`src/rtl/phase_sequencer.sv`:
```
// phase_sequencer: produces the one-hot phase code (IF/DE/EX/WB) for the
// combinational controller. It provides run/stop/single-step console control,
// memory wait-state stalling with a timeout in IF and WB, and a count of
// retired instructions.
// Optional feature macro: PHASE_SEQ_BRKPT_EN enables halting on a PC
// breakpoint at the WB->IF boundary. When it is undefined, pc, brk_addr and
// brk_en are ignored and brk_hit is tied to 0.
//
// Memory handshake: mem_access acts as the request (valid) and mem_ready as
// the completion (ready). An access completes in any cycle where both are 1.
// A phase with mem_access=0 never waits. A phase with mem_access=1 and
// mem_ready=0 holds, and each held cycle counts toward the timeout.
module phase_sequencer #(
    parameter int CNT_W   = 32,
    parameter int TMO_MAX = 15
) (
    input  logic             clock,
    input  logic             reset,
    input  logic             run_req,
    input  logic             stop_req,
    input  logic             step_req,
    input  logic             mem_access,
    input  logic             mem_ready,
    input  logic [31:0]      pc,
    input  logic [31:0]      brk_addr,
    input  logic             brk_en,
    output logic [3:0]       cstate,
    output logic             running,
    output logic             bus_err,
    output logic             brk_hit,
    output logic [CNT_W-1:0] instr_cnt
);

    typedef enum logic [2:0] {
        S_HALT = 3'd0,
        S_IF   = 3'd1,
        S_DE   = 3'd2,
        S_EX   = 3'd3,
        S_WB   = 3'd4
    } state_t;

    localparam logic [7:0] TMO_CNT = 8'(TMO_MAX);

    state_t     state;
    logic       continuous;
    logic       stop_pend;
    logic [7:0] stall_cnt;

    logic mem_phase;
    logic stalled;
    logic timeout;
    logic start;
    logic stop_now;
    logic wb_done;
    logic brk_match;

    // Phase code for a given state; HALT maps to all zeros.
    function automatic logic [3:0] phase_code(input state_t s);
        case (s)
            S_IF:    phase_code = 4'b0001;
            S_DE:    phase_code = 4'b0010;
            S_EX:    phase_code = 4'b0100;
            S_WB:    phase_code = 4'b1000;
            default: phase_code = 4'b0000;
        endcase
    endfunction

    // Only IF and WB perform memory accesses that can be held by wait states.
    assign mem_phase = (state == S_IF) || (state == S_WB);
    assign stalled   = mem_phase && mem_access && !mem_ready;
    // Timeout fires only after TMO_MAX held cycles AND memory still not ready.
    assign timeout   = stalled && (stall_cnt == TMO_CNT);
    // Stop beats run and step; run beats step (continuous flag follows run_req).
    assign start     = (state == S_HALT) && !stop_req && (run_req || step_req);
    // A stop raised in the WB exit cycle itself still halts at that boundary.
    assign stop_now  = stop_pend || stop_req;
    assign wb_done   = (state == S_WB) && !stalled;

`ifdef PHASE_SEQ_BRKPT_EN
    // pc already holds the next PC at the WB exit, so compare it directly.
    assign brk_match = brk_en && (pc == brk_addr);

    // Sticky breakpoint flag: set when a WB->IF transition is diverted to HALT,
    // cleared when execution restarts from HALT.
    always_ff @(posedge clock or negedge reset) begin
        if (!reset) begin
            brk_hit <= 1'b0;
        end else if (start) begin
            brk_hit <= 1'b0;
        end else if (wb_done && continuous && !stop_now && brk_match) begin
            brk_hit <= 1'b1;
        end
    end
`else
    logic unused_brk;
    assign unused_brk = ^{pc, brk_addr, brk_en};
    assign brk_match  = 1'b0;
    assign brk_hit    = 1'b0;
`endif

    // Phase FSM with registered phase code, run control, stall timer and counter.
    always_ff @(posedge clock or negedge reset) begin
        if (!reset) begin
            state      <= S_HALT;
            cstate     <= 4'b0000;
            running    <= 1'b0;
            continuous <= 1'b0;
            stop_pend  <= 1'b0;
            bus_err    <= 1'b0;
            stall_cnt  <= 8'd0;
            instr_cnt  <= '0;
        end else begin
            // Record a stop request while executing; HALT entries below clear it.
            if (stop_req && (state != S_HALT)) begin
                stop_pend <= 1'b1;
            end

            case (state)
                S_HALT: begin
                    if (start) begin
                        state      <= S_IF;
                        cstate     <= phase_code(S_IF);
                        running    <= 1'b1;
                        continuous <= run_req;
                        bus_err    <= 1'b0;
                        stall_cnt  <= 8'd0;
                    end
                end

                S_IF: begin
                    if (timeout) begin
                        state     <= S_HALT;
                        cstate    <= phase_code(S_HALT);
                        running   <= 1'b0;
                        bus_err   <= 1'b1;
                        stop_pend <= 1'b0;
                        stall_cnt <= 8'd0;
                    end else if (stalled) begin
                        stall_cnt <= stall_cnt + 8'd1;
                    end else begin
                        state     <= S_DE;
                        cstate    <= phase_code(S_DE);
                        stall_cnt <= 8'd0;
                    end
                end

                S_DE: begin
                    state     <= S_EX;
                    cstate    <= phase_code(S_EX);
                    stall_cnt <= 8'd0;
                end

                S_EX: begin
                    state     <= S_WB;
                    cstate    <= phase_code(S_WB);
                    stall_cnt <= 8'd0;
                end

                S_WB: begin
                    if (timeout) begin
                        state     <= S_HALT;
                        cstate    <= phase_code(S_HALT);
                        running   <= 1'b0;
                        bus_err   <= 1'b1;
                        stop_pend <= 1'b0;
                        stall_cnt <= 8'd0;
                    end else if (stalled) begin
                        stall_cnt <= stall_cnt + 8'd1;
                    end else begin
                        instr_cnt <= instr_cnt + CNT_W'(1);
                        stall_cnt <= 8'd0;
                        if (continuous && !stop_now && !brk_match) begin
                            state  <= S_IF;
                            cstate <= phase_code(S_IF);
                        end else begin
                            state     <= S_HALT;
                            cstate    <= phase_code(S_HALT);
                            running   <= 1'b0;
                            stop_pend <= 1'b0;
                        end
                    end
                end

                default: begin
                    state     <= S_HALT;
                    cstate    <= phase_code(S_HALT);
                    running   <= 1'b0;
                    stop_pend <= 1'b0;
                    stall_cnt <= 8'd0;
                end
            endcase
        end
    end

endmodule
```
`config.mk`:
```
export PLATFORM = sky130hd
export DESIGN_NAME = phase_sequencer
export DESIGN_NICKNAME = d
export VERILOG_FILES = /design/src/rtl/phase_sequencer.sv
export SDC_FILE = /design/constraint.sdc
export NUM_CORES = 1
export LEC_CHECK = 0
export CORE_MARGIN = 10
export CORE_UTILIZATION = 38
export DETAILED_ROUTE_END_ITERATION = 16
export HOLD_SLACK_MARGIN = 0.1
export PLACE_DENSITY = 0.74
export SYNTH_ARGS = -nofsm -noshare
export SYNTH_HDL_FRONTEND = slang
export SYNTH_SLANG_ARGS = --single-unit
```
`constraint.sdc`:
```
create_clock -name clock -period 1.6 [get_ports clock]
set_input_delay 0.24 -clock clock [delete_from_list [all_inputs] [get_ports clock]]
set_output_delay 0.24 -clock clock [all_outputs]
set_load 0.005 [all_outputs]
```
==> flow_summary_export.csv <==
group,metric,value,unit
critical_path,path_buf_inv,1,
clocking,clock_latency,300,ps
sta,worst_slack,39.6,ps
synthesis,synth_compound_area_share,7.33,%
synthesis,syn_area,0.00244,mm2
synthesis,synth_xor_area_share,12.6,%
critical_path,crit_slowest_cell,"clkdlybuf4s50_1",
sta,setup_viol,0,
clocking,cts_tree,"built",
critical_path,regToRegStartpoint,"state[2]",
clocking,path_clk_slew,80,ps
sta,min_period,1560,ps
place,io_buffers,44,
critical_path,crit_fanout,6,
route,dr.pass1.iters,4,
power,p_per_area,1120,mW/mm2
power,leakagePower,1.50,nW
global_route,grt-ovfl-total,0,
clocking,htree_levels,2,
critical_path,ff2ff_setup_slack,40,ps
layout,stdcell_area,0.00354,mm2
sta,fin_crit_sh,97.5,%
global_route,gr-usage-all-layers,11.6,%
synthesis,synth-seq-area-share,51.3,%
synthesis,synth_top_family_by_area,"simple AND/OR/NAND/NOR gates",
synthesis,synth_mux_area_share,0.871,%
place,placed_cell_area,0.00323,mm2
synthesis,synth-simple-area-share,24.6,%
synthesis,yosys.area.top_type,"dfrtp_1",
synthesis,ys.flop_type,"dfrtp_1",
synthesis,yosys_warnings,0,
floorplanning,die_area,0.0100,mm2
critical_path,crit_chain,"clkdlybuf4s50_1",
clocking,cts-root-buf,"clkbuf_8",
floorplanning,fp.dieW,100,um
synthesis,async_flop_share,100,%
route,vias_per_cell,5.26,
route,route.final.wire_length,6160,um
layout,drive_above_1_share,24.7,%
floorplanning,chipHeight,100,um
layout,utilization,56.3,%
critical_path,start_kind,"flop",
place,globalplace.congestion,0.831,
floorplanning,ioPinCount,111,
floorplanning,core,0.00628,mm2
clocking,cts.sinks,50,
layout,finalNetCount,394,
floorplanning,rows,29,
sta,maxSlewViolCount,0,
critical_path,slowest_delay,550,ps
layout,num_antenna_cells,0,
global_route,grt_max_degree,51,
sta,worst_hold_slack,447,ps
power,irDropWorstVdd,0.773,mV
critical_path,timing_worst_setup_path_type,"flop to output pin",
critical_path,cp.arrival,1320,ps
sta,final-hold-violation-count,0,
synthesis,synthCells,229,
critical_path,worstPathRequired,1360,ps
layout,syn2layout_area_growth,44.8,%
place,dp.final_hpwl,4180,um
route,postRouteAntennaNets,0,
route,vias,2089,
critical_path,r2r-end,"instr_cnt[22]",
critical_path,worstSetupEndpointType,"output pin",
critical_path,rr_worst_depth,5,
synthesis,synth_top_cell_area_share,51.3,%
synthesis,avgSynthCellArea,10.7,um2
clocking,cts_made_buffers,5,
synthesis,synth_nets,303,
sta,timing.fmax,641,MHz
floorplanning,start_util,38.9,%
synthesis,synth_edf_count,0,
synthesis,synth-seq-cells,50,
synthesis,synth.distinct_cells,43,
route,drt_iter0_drc,82,
global_route,grt_pass1_vias,2069,
route,wl_per_cell,15.5,um
critical_path,critPathTopFamily,"buffers and inverters",
global_route,antenna_found_initial,0,
route,route.detailed.drc,0,
min_path,hold_class,"input pin to async pin",
global_route,grt_pass1_wl,9830,um
run_status,outcome,"finished clean",
synthesis,synth_fa_ha_area_share,1.03,%
synthesis,synth.area.top_cells,"dfrtp_1 (51%), xnor2_1 (11%), nand4_1 (4.1%), nand3_1 (3.7%), nand2_1 (2.6%)",
flow_run,max_cap_viol_count,0,
clocking,cts.path.max_buffers,2,
place,pre_cts_slack,-244,ps
sta,rsz0062_at_grt,"true",
sta,fin_worst_skew,6.69,ps
-- sequential cells by signal, summed over array words and instances (netlist names) --
| register | flops |
|---|---|
| running | 1 |
| stop_pend | 1 |
| stall_cnt | 8 |
| continuous | 1 |
| bus_err | 1 |
| cstate | 3 |
| instr_cnt | 32 |
| state | 3 |
-- cells by family after synthesis --
family / Yosys count
and+or+nand+nor: 99
DFF: 50
xor gates and xnor gates: 35
AOI/OAI and AO/OA: 28
buffers and inverters: 12
adders and majority gates: 2
muxes: 2
other: 1
-- worst max path at each step --
stage | from | to | slack (ps) | cells past startpoint
floorplan | state[2] | instr_cnt[22] | 6 | 4
global placement | mem_ready | cstate[0] | -190 | 5
detailed placement | mem_ready | stall_cnt[6] | -240 | 5
CTS | stall_cnt[0] | stall_cnt[6] | -1 | 5
global route | state[2] | running | -50 | 5
finish | instr_cnt[7] | instr_cnt[7] | 40 | 1
-- metal layers --
layer	up-vias	GRT usage, %	part of all wire [%]
met5	-	0	0
met4	0	3.26	1.1
met3	9	3.98	6.2
met2	55	18.6	49
met1	1023	14.5	44
li1	1002	-	-
-- power breakdown --
part           switching, mW  internal, mW  total, mW
combinational          0.683         0.782       1.46
sequential             0.147          1.44       1.59
clock                  0.409         0.501      0.909
total                   1.24          2.73       3.97
-- worst reg2reg max path: stages, from the launching register on --
cell	delay (ps)
dfrtp_2	440
or3b_4	430
nor4_4	160
buf_6	170
nand4_1	110
xnor2_1	140
-- cell usage in the layout, fill, tap and decap left out, drive strengths merged, types with 2 or more instances in the layout --
| cell type | n |
|---|---|
| xor2 | 3 |
| nand2 | 17 |
| and4 | 3 |
| nand4 | 16 |
| nand2b | 5 |
| a211oi | 3 |
| xnor2 | 32 |
| and2 | 3 |
| nor3b | 2 |
| nor4 | 7 |
| ha | 2 |
| o22ai | 3 |
| clkbuf | 6 |
| inv | 5 |
| and3 | 7 |
| nor3 | 6 |
| nor2 | 8 |
| dfrtp | 50 |
| nor2b | 4 |
| a21oi | 4 |
| buf | 47 |
| clkdlybuf4s50 | 42 |
| a31oi | 3 |
| o21ai | 8 |
| nand3 | 18 |
-- repair_timing --
item	CTS	global route
pin swaps	2	4
hold buffers	1	0
resized for setup	5	22
buffers inserted	2	6
endpoints found under the hold margin	50	0
setup endpoints to repair	11	29
-- cells in the mapped netlist, types with 2 or more instances --
cell type	instances
a211oi_1	3
a21oi_1	4
a31oi_1	3
and2_1	3
and3_1	7
and4_1	3
buf_2	2
buf_4	2
clkbuf_1	2
dfrtp_1	50
ha_1	2
inv_1	5
nand2_1	17
nand2b_1	5
nand3_1	18
nand4_1	16
nor2_1	8
nor2b_1	4
nor3_1	3
nor3_2	2
nor3b_1	2
nor4_1	4
nor4_4	2
o21ai_0	8
o22ai_1	3
xnor2_1	32
xor2_1	3
-- final cells by class --
class | instances | area (um2)
Clock buffer | 6 | 82.6
Clock inverter | 1 | 30.0
Fill cell | 537 | 2740
Inverter | 5 | 18.8
Multi-Input combinational cell | 167 | 1230
Sequential cell | 50 | 1250
Tap cell | 77 | 96.3
Timing Repair Buffer | 91 | 821
-- through the flow --
step                setup TNS (ps)  power (mW)  std cells
global placement             -3810        2.77        381
detailed placement           -4490        2.80        381
global route                  -254        4.19        397
finish                           0        3.97        397
CTS                          -1.39        3.79        391
floorplan                        0        2.21        229
Power figures use the tool's default switching activity.
